`src/rtl/mem_req_arbiter.sv`:
```
`default_nettype none
// ============================================================================
//  Module      : mem_req_arbiter
//  Description : Shares one split-handshake SRAM-like memory port between the
//                instruction-fetch requester (read-only) and the load/store
//                requester. It grants one address handshake at a time with
//                round-robin priority and records the owner of each accepted
//                transaction in an in-order FIFO. Each response is routed back
//                to the owner at the FIFO head.
//  Revision    : 1.0 - initial release
// ============================================================================
module mem_req_arbiter #(
   parameter int OUTSTANDING = 2
) (
   input  logic        clk,
   input  logic        resetn,
   // instruction fetch side
   input  logic        inst_req,
   input  logic [31:0] inst_addr,
   output logic        inst_addr_ok,
   output logic        inst_data_ok,
   output logic [31:0] inst_rdata,
   // load/store side
   input  logic        data_req,
   input  logic        data_wr,
   input  logic [3:0]  data_wstrb,
   input  logic [31:0] data_addr,
   input  logic [31:0] data_wdata,
   output logic        data_addr_ok,
   output logic        data_data_ok,
   output logic [31:0] data_rdata,
   // downstream memory port
   output logic        mem_req,
   output logic        mem_wr,
   output logic [3:0]  mem_wstrb,
   output logic [31:0] mem_addr,
   output logic [31:0] mem_wdata,
   input  logic        mem_addr_ok,
   input  logic        mem_data_ok,
   input  logic [31:0] mem_rdata
);

   localparam int PTR_W = (OUTSTANDING > 1) ? $clog2(OUTSTANDING) : 1;
   localparam int CNT_W = PTR_W + 1;
   localparam logic [CNT_W-1:0] FULL_CNT = CNT_W'(OUTSTANDING);

   // Owner tags stored in the FIFO and in the round-robin pointer.
   localparam logic OWNER_INST = 1'b0;
   localparam logic OWNER_DATA = 1'b1;

   typedef enum logic [1:0] {
      IDLE  = 2'd0,
      GNT_I = 2'd1,
      GNT_D = 2'd2
   } state_e;

   state_e                  state_q, state_d;
   logic                    last_gnt_q, last_gnt_d;
   logic [OUTSTANDING-1:0]  owner_q, owner_d;
   logic [PTR_W-1:0]        rd_ptr_q, rd_ptr_d;
   logic [PTR_W-1:0]        wr_ptr_q, wr_ptr_d;
   logic [CNT_W-1:0]        count_q, count_d;

   logic                    push;
   logic                    push_owner;
   logic                    pop;
   logic                    head_owner;
   logic                    fifo_full;

   assign fifo_full  = (count_q == FULL_CNT);
   assign head_owner = owner_q[rd_ptr_q];
   // A response with nothing outstanding is dropped without touching state.
   assign pop        = mem_data_ok && (count_q != '0);

   // Read data is passed straight through; data_ok qualifies it.
   assign inst_rdata   = mem_rdata;
   assign data_rdata   = mem_rdata;
   assign inst_data_ok = pop && (head_owner == OWNER_INST);
   assign data_data_ok = pop && (head_owner == OWNER_DATA);

   // Grant FSM: next state, downstream drive and address handshakes.
   always_comb begin
      state_d      = state_q;
      last_gnt_d   = last_gnt_q;
      push         = 1'b0;
      push_owner   = OWNER_INST;
      mem_req      = 1'b0;
      mem_wr       = 1'b0;
      mem_wstrb    = 4'h0;
      mem_addr     = 32'h0;
      mem_wdata    = 32'h0;
      inst_addr_ok = 1'b0;
      data_addr_ok = 1'b0;

      unique case (state_q)
         IDLE: begin
            // Grant is registered, so the port is always idle for one cycle
            // between handshakes; a full FIFO blocks new grants entirely.
            if (!fifo_full) begin
               if (inst_req && data_req) begin
                  state_d = (last_gnt_q == OWNER_INST) ? GNT_D : GNT_I;
               end else if (inst_req) begin
                  state_d = GNT_I;
               end else if (data_req) begin
                  state_d = GNT_D;
               end
            end
         end
         GNT_I: begin
            mem_req      = 1'b1;
            mem_addr     = inst_addr;
            inst_addr_ok = mem_addr_ok;
            if (mem_addr_ok) begin
               push       = 1'b1;
               push_owner = OWNER_INST;
               last_gnt_d = OWNER_INST;
               state_d    = IDLE;
            end
         end
         GNT_D: begin
            mem_req      = 1'b1;
            mem_wr       = data_wr;
            mem_wstrb    = data_wr ? data_wstrb : 4'h0;
            mem_addr     = data_addr;
            mem_wdata    = data_wdata;
            data_addr_ok = mem_addr_ok;
            if (mem_addr_ok) begin
               push       = 1'b1;
               push_owner = OWNER_DATA;
               last_gnt_d = OWNER_DATA;
               state_d    = IDLE;
            end
         end
         default: begin
            state_d = IDLE;
         end
      endcase
   end

   // Owner FIFO bookkeeping: pointers wrap naturally at the power-of-2 depth.
   always_comb begin
      owner_d  = owner_q;
      rd_ptr_d = rd_ptr_q;
      wr_ptr_d = wr_ptr_q;
      count_d  = count_q;
      if (push) begin
         owner_d[wr_ptr_q] = push_owner;
         wr_ptr_d          = wr_ptr_q + 1'b1;
      end
      if (pop) begin
         rd_ptr_d = rd_ptr_q + 1'b1;
      end
      if (push && !pop) begin
         count_d = count_q + 1'b1;
      end else if (pop && !push) begin
         count_d = count_q - 1'b1;
      end
   end

   // State registers with asynchronous flush of the grant and the FIFO.
   always_ff @(posedge clk or negedge resetn) begin
      if (!resetn) begin
         state_q    <= IDLE;
         last_gnt_q <= OWNER_INST;
         owner_q    <= '0;
         rd_ptr_q   <= '0;
         wr_ptr_q   <= '0;
         count_q    <= '0;
      end else begin
         state_q    <= state_d;
         last_gnt_q <= last_gnt_d;
         owner_q    <= owner_d;
         rd_ptr_q   <= rd_ptr_d;
         wr_ptr_q   <= wr_ptr_d;
         count_q    <= count_d;
      end
   end

endmodule
`default_nettype wire

```
`config.mk`:
```
export PLATFORM = sky130hd
export DESIGN_NAME = mem_req_arbiter
export DESIGN_NICKNAME = d
export VERILOG_FILES = /design/src/rtl/mem_req_arbiter.sv
export SDC_FILE = /design/constraint.sdc
export NUM_CORES = 1
export LEC_CHECK = 0
export ABC_AREA = 1
export CAP_MARGIN = 0
export CORE_AREA = 2 2 107 109
export DETAILED_ROUTE_END_ITERATION = 12
export DIE_AREA = 0 0 109 111
export DONT_BUFFER_PORTS = 1
export PLACE_DENSITY = 0.38
export SLEW_MARGIN = 30
export SYNTH_ARGS = -nofsm -noshare
export SYNTH_HDL_FRONTEND = slang
export SYNTH_SLANG_ARGS = --single-unit
export TNS_END_PERCENT = 5
```
`constraint.sdc`:
```
create_clock -name clk -period 1.4 [get_ports clk]
set_input_delay 0.14 -clock clk [delete_from_list [all_inputs] [get_ports clk]]
set_output_delay 0.14 -clock clk [all_outputs]
set_load 0.005 [all_outputs]
```
# After elaboration in Yosys (flattened, before gate mapping)
# Cells that the tools add are included.
# word_totals
wordCells	66
in_bits	139
ff_bits	9
# op_classes
bitwise	1
n_mux	28
n_reduce_logical	16
order_cmp	3
n_addsub	4
n_eq_ne	8
# ops
cell	n
32-bit one-hot mux with 2 select lines	1
32-bit two-way mux	1
2-bit two-way mux	8
1-bit two-way mux	12
4-bit two-way mux	2
1-bit logical AND	7
2-bit != test (second input constant)	3
3-bit AND reduction	2
2-bit nonzero test	3
2-bit == test (second input constant)	2
1-bit by 2-bit < comparator with 1-bit output (second input constant)	2
4-bit != test (second input constant)	1
2-bit one-hot mux with 2 select lines	1
1-bit adder (second input constant)	2
2-bit by 1-bit adder with 2-bit output (second input constant)	1
2-bit bitwise mux	1
2-bit by 1-bit == test with 1-bit output (second input constant)	1
1-bit logical NOT	2
2-bit logical NOT	1
2-bit by 1-bit != test with 1-bit output (second input constant)	1
1-bit one-hot mux with 2 select lines	1
2-bit OR reduction	1
2-bit by 1-bit subtractor with 2-bit output (second input constant)	1
1-bit demux with 1-bit select	1
other kinds (2)	2

# Logic depth before layout (Yosys ltp)
# Gate-level depths: netlist of the first run.
# depth
depth_word	7
mapped_depth	9
depth_no_buf	9

# Worst setup path before layout of the first run
# No wires, ideal clock.
# synth_timing
kind	register to register
from	register state_q[0]
to	register count_q[1]
setup_slack_ns	-0.195
setup_time_ns	0.123
stages_incl_launch_ff	9
t_arrival_ns	1.472
synth_period_minus_slack_ns	1.595
cell_sequence	dfrtp_1 inv_1 ha_1 nand2_1 inv_1 ha_1 inv_1 nand3_1 xor2_1
# synth_between
elab_chain_len	6
elab_cells_between_ends	9
classes_between	eq/ne: 2; mux: 2; reduce/logical: 5
# synth_lines
item	line_no	source
start: declaration	57	state_e state_q, state_d;
start signal: assignment	170	state_q <= state_d;
2-bit == test or 2-bit by 1-bit == test with 1-bit output (tied branches)	95	unique case (state_q)
2-bit OR reduction (no line) *	n/a	
1-bit two-way mux *	n/a	
named net push	64	logic push;
1-bit logical NOT	155	end else if (pop && !push) begin
1-bit logical AND	155	
2-bit nonzero test (no line)	n/a	
end signal: assignment	175	count_q <= count_d;
end: declaration	62	logic [CNT_W-1:0] count_q, count_d;
# Mark *: on every way through the listed nets, which the timed path passes. The rest lies on a longest branch.
# A chain may end at the register's enable or synchronous reset.

# Worst setup path in the final report of the first run
# layout_timing
from	register state_q[1]
to	output mem_addr[23]
# layout_between
elab_chain_len	2
elab_cells_between_ends	3
classes_between	eq/ne: 2; mux: 1
# layout_lines
item	line_no	source
2-bit == test or 2-bit by 1-bit == test with 1-bit output (tied branches)	95	
32-bit one-hot mux with 2 select lines *	95	
end: declaration	36	output logic [31:0] mem_addr,
# Every way passes the cells marked *; elsewhere a longest branch is shown, timed or not.

==> results.toml, run 1 <==
[status]
status = "complete, but fails checks"
violated_checks = "setup timing"

[clock_tree]
clock_slew_at_reported_path_ffs_ps = 40
clock_insertion_delay_worst_skew_ps = 230
cts_inserted_buffers = 3
clock_sinks = 9
cts_root_buf = "clkbuf_16"
tritoncts = "built"
cts.htree.levels = 1
cts.path.max_buffers = 2

[setup_path]
worst-endpoint-required_ps = 1260
r2r_start = "state_q[1]"
cp-end-kind = "output port"
critical_path.top_delay_family = "flip-flops"
timing.critical_path.mode_cell = "inv_2"
path_cells = "inv_2 -> ha_4 -> inv_2 -> buf_12 -> a21oi_2"
crit_path_start = "state_q[1]"
crit_slowest_cell = "dfrtp_1"
arrival_ps = 1360
cpPeakStageDelay_ps = 360
crit_type = "flip-flop to output port"
path_buf_inv = 3
setup_crit_start_kind = "flip-flop"
crit_fanout = 20

[route]
detail-route-antenna-nets = 0
post-route-drc-count = 0
final_wirelength_um = 6120
post_drt_wl_per_cell_um = 15.0
detailroute.via_count = 1671
drt-vias-per-instance = 4.09
initial_drt_markers = 48
drt-pass1-iter-count = 4

[timing]
worst_pin_slew_ps = 419
finalCritPeriodShare_pct = 107
fin_ws_ps = -96.0
final_critical_period_ps = 1500
timing.max_slew.rel_slack_pct = 72.0
final-setup-viol-count = 60
fin_setup_tns_ps = -2980
slew_violations = 0
clock-skew-final_ps = 0.525
grt_setup_unrepaired = "yes"
max_clock_freq_mhz = 668
timing.final.hold_violations = 0

[global_routing]
gr-total-overflow = 0
antenna_violations_before_repair = 0
largest_net_degree_at_the_start_of_global_routing = 23
grt_pass1_wl_um = 8490
grt_util_all_layers_pct = 8.85
first_global_vias = 1610

[die]
row_cnt = 39
initial_core_utilization_pct = 16.2
design.die.area_um2 = 12100
floorplan.core_area_um2 = 11100
dieHeight_um = 111
num_io_pins = 277
die-width_um = 109

[logic_synthesis]
yosysMostFrequentCell = "nand2_1"
synth_async_sr_flop_share_pct = 100
ys.warnings.count = 0
syn_area_um2 = 1790
post-synth-top-area-cell = "buf_4"
yosysTopAreaCellShare_pct = 28.5
ys_top_cells_by_area = "buf_4 (29%), nand2_1 (25%), dfrtp_1 (13%)"
ys_seq_area_share_pct = 12.6
synth.net_count = 464
cell_count_after_synthesis = 320
ys_ff_latch = 9
yosys-top-cells-count = "nand2_1 (121), buf_4 (68), inv_1 (52), a21oi_1 (33)"
dominantRegCellSynth = "dfrtp_1"
synth_area_per_cell_um2 = 5.59
netlist-cell-type-count = 19
synth_enable_flop_cells = 0

[worst_hold_path]
hp-class = "primary input to flip-flop"
worstHoldStart = "mem_addr_ok"

[pwr]
p_per_area_nw_per_um2 = 2060
seqPwrFrac_pct = 11.8
combinational_power_share_pct = 75.9
total_switching_power_mw = 2.01
power_report.internal_total_mw = 2.02
switching_share_pct = 49.9
irDropWorstVdd_uv = 1340
fraction_of_power_consumed_by_the_clock_network_pct = 12.3
p_leak_nw = 0.970
finalPower_mw = 4.03

[placement]
postPlaceCellArea_um2 = 1570
dpl.hpwl_um = 4750
placement.io_buffers = 0
dpl_worst_slack_ps = -1.55
globalplace.congestion = 0.729

[cells_and_area]
post_layout_utilization_of_the_core_pct = 17.7
finish.net_count = 411
final_layout_size_suffix_gt1_share_pct = 32.3
postLayoutCellArea_um2 = 1960
syn_to_final_growth_pct = 9.51
num_antenna_cells = 0

[run]
maxCapViolCount = 0
==> placed cells by master, fill, tap and decap left out, types with 2 or more instances in the layout <==
| cell type | Yosys | final |
|---|---|---|
| a21oi_2 | 0 | 32 |
| nand3_1 | 4 | 2 |
| ha_4 | 0 | 4 |
| nor2_2 | 1 | 2 |
| inv_1 | 52 | 37 |
| o21ai_1 | 2 | 2 |
| buf_12 | 0 | 4 |
| xor2_1 | 2 | 2 |
| nand2_1 | 121 | 115 |
| buf_4 | 68 | 8 |
| nand2_4 | 0 | 2 |
| inv_2 | 1 | 15 |
| buf_6 | 1 | 3 |
| dfrtp_1 | 9 | 9 |
| clkbuf_16 | 0 | 4 |
| nand3_2 | 0 | 2 |
| nand2_2 | 0 | 4 |
| nor2_1 | 7 | 6 |
| buf_8 | 0 | 2 |
==> final timing paths <==
| check | end | slack (ps) | cells after the start |
|---|---|---|---|
| max reg2reg | count_q[1] | -10 | 8 |
| min | wr_ptr_q | 100 | 3 |
| min in group asynchronous | count_q[0] | 280 | 1 |
| max | mem_addr[23] | -100 | 5 |
| min reg2reg | owner_q[1] | 490 | 2 |
| max in group asynchronous | wr_ptr_q | 830 | 1 |
==> cells by family (layout without fill, tap and decap cells) <==
kind of cell	after synthesis	after routing	share of synthesized area, %
xor gates and xnor gates	3	3	1.47
buffers and inverters	131	77	42.8
AOI/OAI and AO/OA	38	38	11.0
DFF	9	9	12.6
adders and majority gates	5	5	3.50
and+or+nand+nor	134	134	28.7
==> cell type report <==
type                            instances  area (µm²)
Fill cell                            1267        9120
Multi-Input combinational cell        180        1010
Timing Repair Buffer                   20         267
Sequential cell                         9         225
Inverter                               53         201
Tap cell                              143         179
Clock buffer                            4        78.8
==> repair_timing <==
action | 4_1_cts | 5_1_grt
buffers inserted | 0 | 3
endpoints found under the setup margin | 72 | 72
endpoints found under the hold margin | 9 | 0
pin swaps | 2 | 2
gates cloned | 2 | 1
resized for setup | 53 | 15
hold buffers | 1 | 0
==> stage by stage <==
stage	std cells	hold WS, ps
after detailed placement	398	-155
after global routing	409	105
final	409	98.2
after CTS	405	87.4
after global placement	398	-155
after floorplan	320	-156
==> metal layers <==
| layer | track usage [%] | vias up | share of wire [%] |
|---|---|---|---|
| met5 | 0 | - | 0 |
| met4 | 1.71 | 0 | 0.96 |
| met3 | 2.29 | 13 | 12 |
| met2 | 16.0 | 135 | 50 |
| met1 | 10.3 | 752 | 36 |
| li1 | - | 771 | - |
==> worst reg2reg max path: stages, from the launching register on <==
cell and delay (ps):
dfrtp_1 390, inv_2 120, ha_4 230, nand2_4 70, inv_4 40, ha_4 200
inv_1 60, nand3_2 60, xor2_1 130
==> sequential cells by signal (all words and copies together), names as in the netlist <==
name and flops:
last_gnt_q 1, state_q 2, wr_ptr_q 1, count_q 2
owner_q 2, rd_ptr_q 1
==> power by group through the flow <==
stage          combinational, mW  clock (mW)  sequential, mW
2_1_floorplan               1.76           0           0.461
3_5_place_dp                2.30           0           0.473
3_3_place_gp                2.28           0           0.478
4_1_cts                     2.91       0.503           0.472
6_report                    3.06       0.496           0.477
5_1_grt                     3.42       0.520           0.495
Note: power is estimated with default switching activity, not from simulation.
==> inputs of run 2 (changes only) <==
PLACE_DENSITY = 0.37   (was 0.38)
clock period = 1.7 ns   (was 1.4 ns; I/O delays follow)
==> results.toml, run 2 (same netlist as run 1, synthesis figures left out) <==
[global_routing]
antenna_violations_before_repair = 0
largest_net_degree_at_the_start_of_global_routing = 36
first_global_vias = 1343
grt_pass1_wl_um = 7360
gr-total-overflow = 0
grt_util_all_layers_pct = 7.66

[route]
post_drt_wl_per_cell_um = 13.4
drt-vias-per-instance = 3.92
detail-route-antenna-nets = 0
final_wirelength_um = 5290
post-route-drc-count = 0
detailroute.via_count = 1550
drt-pass1-iter-count = 4
initial_drt_markers = 81

[cells_and_area]
reg_top3 = "count_q x2, owner_q x2, state_q x2"
final_layout_size_suffix_gt1_share_pct = 9.92
syn_to_final_growth_pct = -9.16
finish.net_count = 397
mostFrequentLayoutCell = "nand2_1"
most_frequent_cells_in_the_layout = "nand2_1 (120), inv_1 (50), a21oi_1 (26), dfrtp_1 (9), a21oi_2 (7)"
num_antenna_cells = 0
num-fill-cells = 1288
postLayoutCellArea_um2 = 1630
post_layout_utilization_of_the_core_pct = 14.7

[die]
num_io_pins = 277
row_cnt = 39
design.die.area_um2 = 12100
dieHeight_um = 111
initial_core_utilization_pct = 16.2
floorplan.core_area_um2 = 11100
die-width_um = 109

[timing]
finalCritPeriodShare_pct = 98.8
worst_pin_slew_ps = 427
timing.final.hold_violations = 0
final-setup-viol-count = 0
grt_setup_unrepaired = "yes"
slew_violations = 0
max_clock_freq_mhz = 595
final_critical_period_ps = 1680
timing.max_slew.rel_slack_pct = 71.4
clock-skew-final_ps = 2.03

[setup_path]
crit_fanout = 32
crit_type = "flip-flop to output port"
worst-endpoint-required_ps = 1530
setup_crit_start_kind = "flip-flop"
r2r_start = "state_q[0]"
r2r.worst_path.cells = 8
arrival_ps = 1510
regToRegEndpoint = "count_q[1]"
cp-end-kind = "output port"
crit_path_start = "state_q[1]"
worst-r2r-setup-slack_ps = 130

[clock_tree]
clock_slew_at_reported_path_ffs_ps = 40
clock_sinks = 9
tritoncts = "built"
cts.htree.levels = 1
cts_root_buf = "clkbuf_16"
cts.path.max_buffers = 2
postCtsSetupBuffers = 0
clock_insertion_delay_worst_skew_ps = 240
cts_inserted_buffers = 3

[worst_hold_path]
hp-class = "primary input to flip-flop"
hold_end = "wr_ptr_q"
hold_path_depth = 3
worstHoldStart = "mem_addr_ok"

[placement]
globalplace.congestion = 0.692
placement.io_buffers = 0
dpl.hpwl_um = 4450
postPlaceCellArea_um2 = 1480

[status]
status = "completed"

[run]
maxCapViolCount = 0

[pwr]
p_leak_nw = 0.887
irDropWorstVdd_uv = 810
p_per_area_nw_per_um2 = 1570
[run 2: changes by cell type in the layout (fill, tap and decap cells not counted), moves of 5 or more]
cell and delta:
a21oi_2 -25, a21oi_1 +25, nand2_1 +5, inv_1 +13, buf_4 -7, inv_2 -12
[run 2: how the worst max path moves through the flow]
stage | end
after floorplan | count_q[1]
after global placement | count_q[1]
after detailed placement | count_q[1]
after CTS | mem_addr[22]
after global routing | mem_addr[6]
final | mem_addr[22]
[run 2: timing repair]
action	CTS	global route
setup endpoints to repair	33	37
gates cloned	0	0
hold buffers	1	0
hold endpoints to repair	9	0
gates resized for setup	7	8
[run 2: report_power, final]
part	total, mW	switching, mW	internal [mW]
clock network	0.419	0.108	0.310
logic	1.73	1.13	0.604
registers	0.398	0.0800	0.318
total	2.55	1.32	1.23
[run 2: critical path, stage by stage (launching register included)]
cell and delay (ps):
dfrtp_1 370, inv_1 90, ha_1 300, buf_4 130, inv_2 40, buf_12 150, a21oi_1 190
[run 2: layout make-up]
type	instances	area, µm²	share of cell area (%)
clock buffer	3	75.1	4.62
clock inverter	1	5.00	0.308
inverter	53	199	12.2
multi-input combinational	180	845	52.0
sequential	9	225	13.9
tap	143	179	11.0
timing repair buffer	6	97.6	6.00
[run 2: metrics by stage]
step	power, mW	hold WS [ps]	setup slack (ps)	std cells	TNS, ps
finish	2.55	136	20.1	395	0
detailed placement	2.01	-125	48.4	390	0
global placement	1.99	-125	96.7	390	0
CTS	2.53	133	-19.1	395	-66.6
floorplan	1.77	-126	105	320	0
global route	2.83	151	-89.8	395	-2290
[run 2: metal layers]
| metal | track usage (%) | vias up | share of wire, % |
|---|---|---|---|
| met3 | 2.65 | 19 | 12 |
| met4 | 3.25 | 0 | 3.1 |
| met1 | 9.06 | 677 | 36 |
| li1 | - | 739 | - |
| met2 | 12.4 | 115 | 49 |
| met5 | 0 | - | 0 |
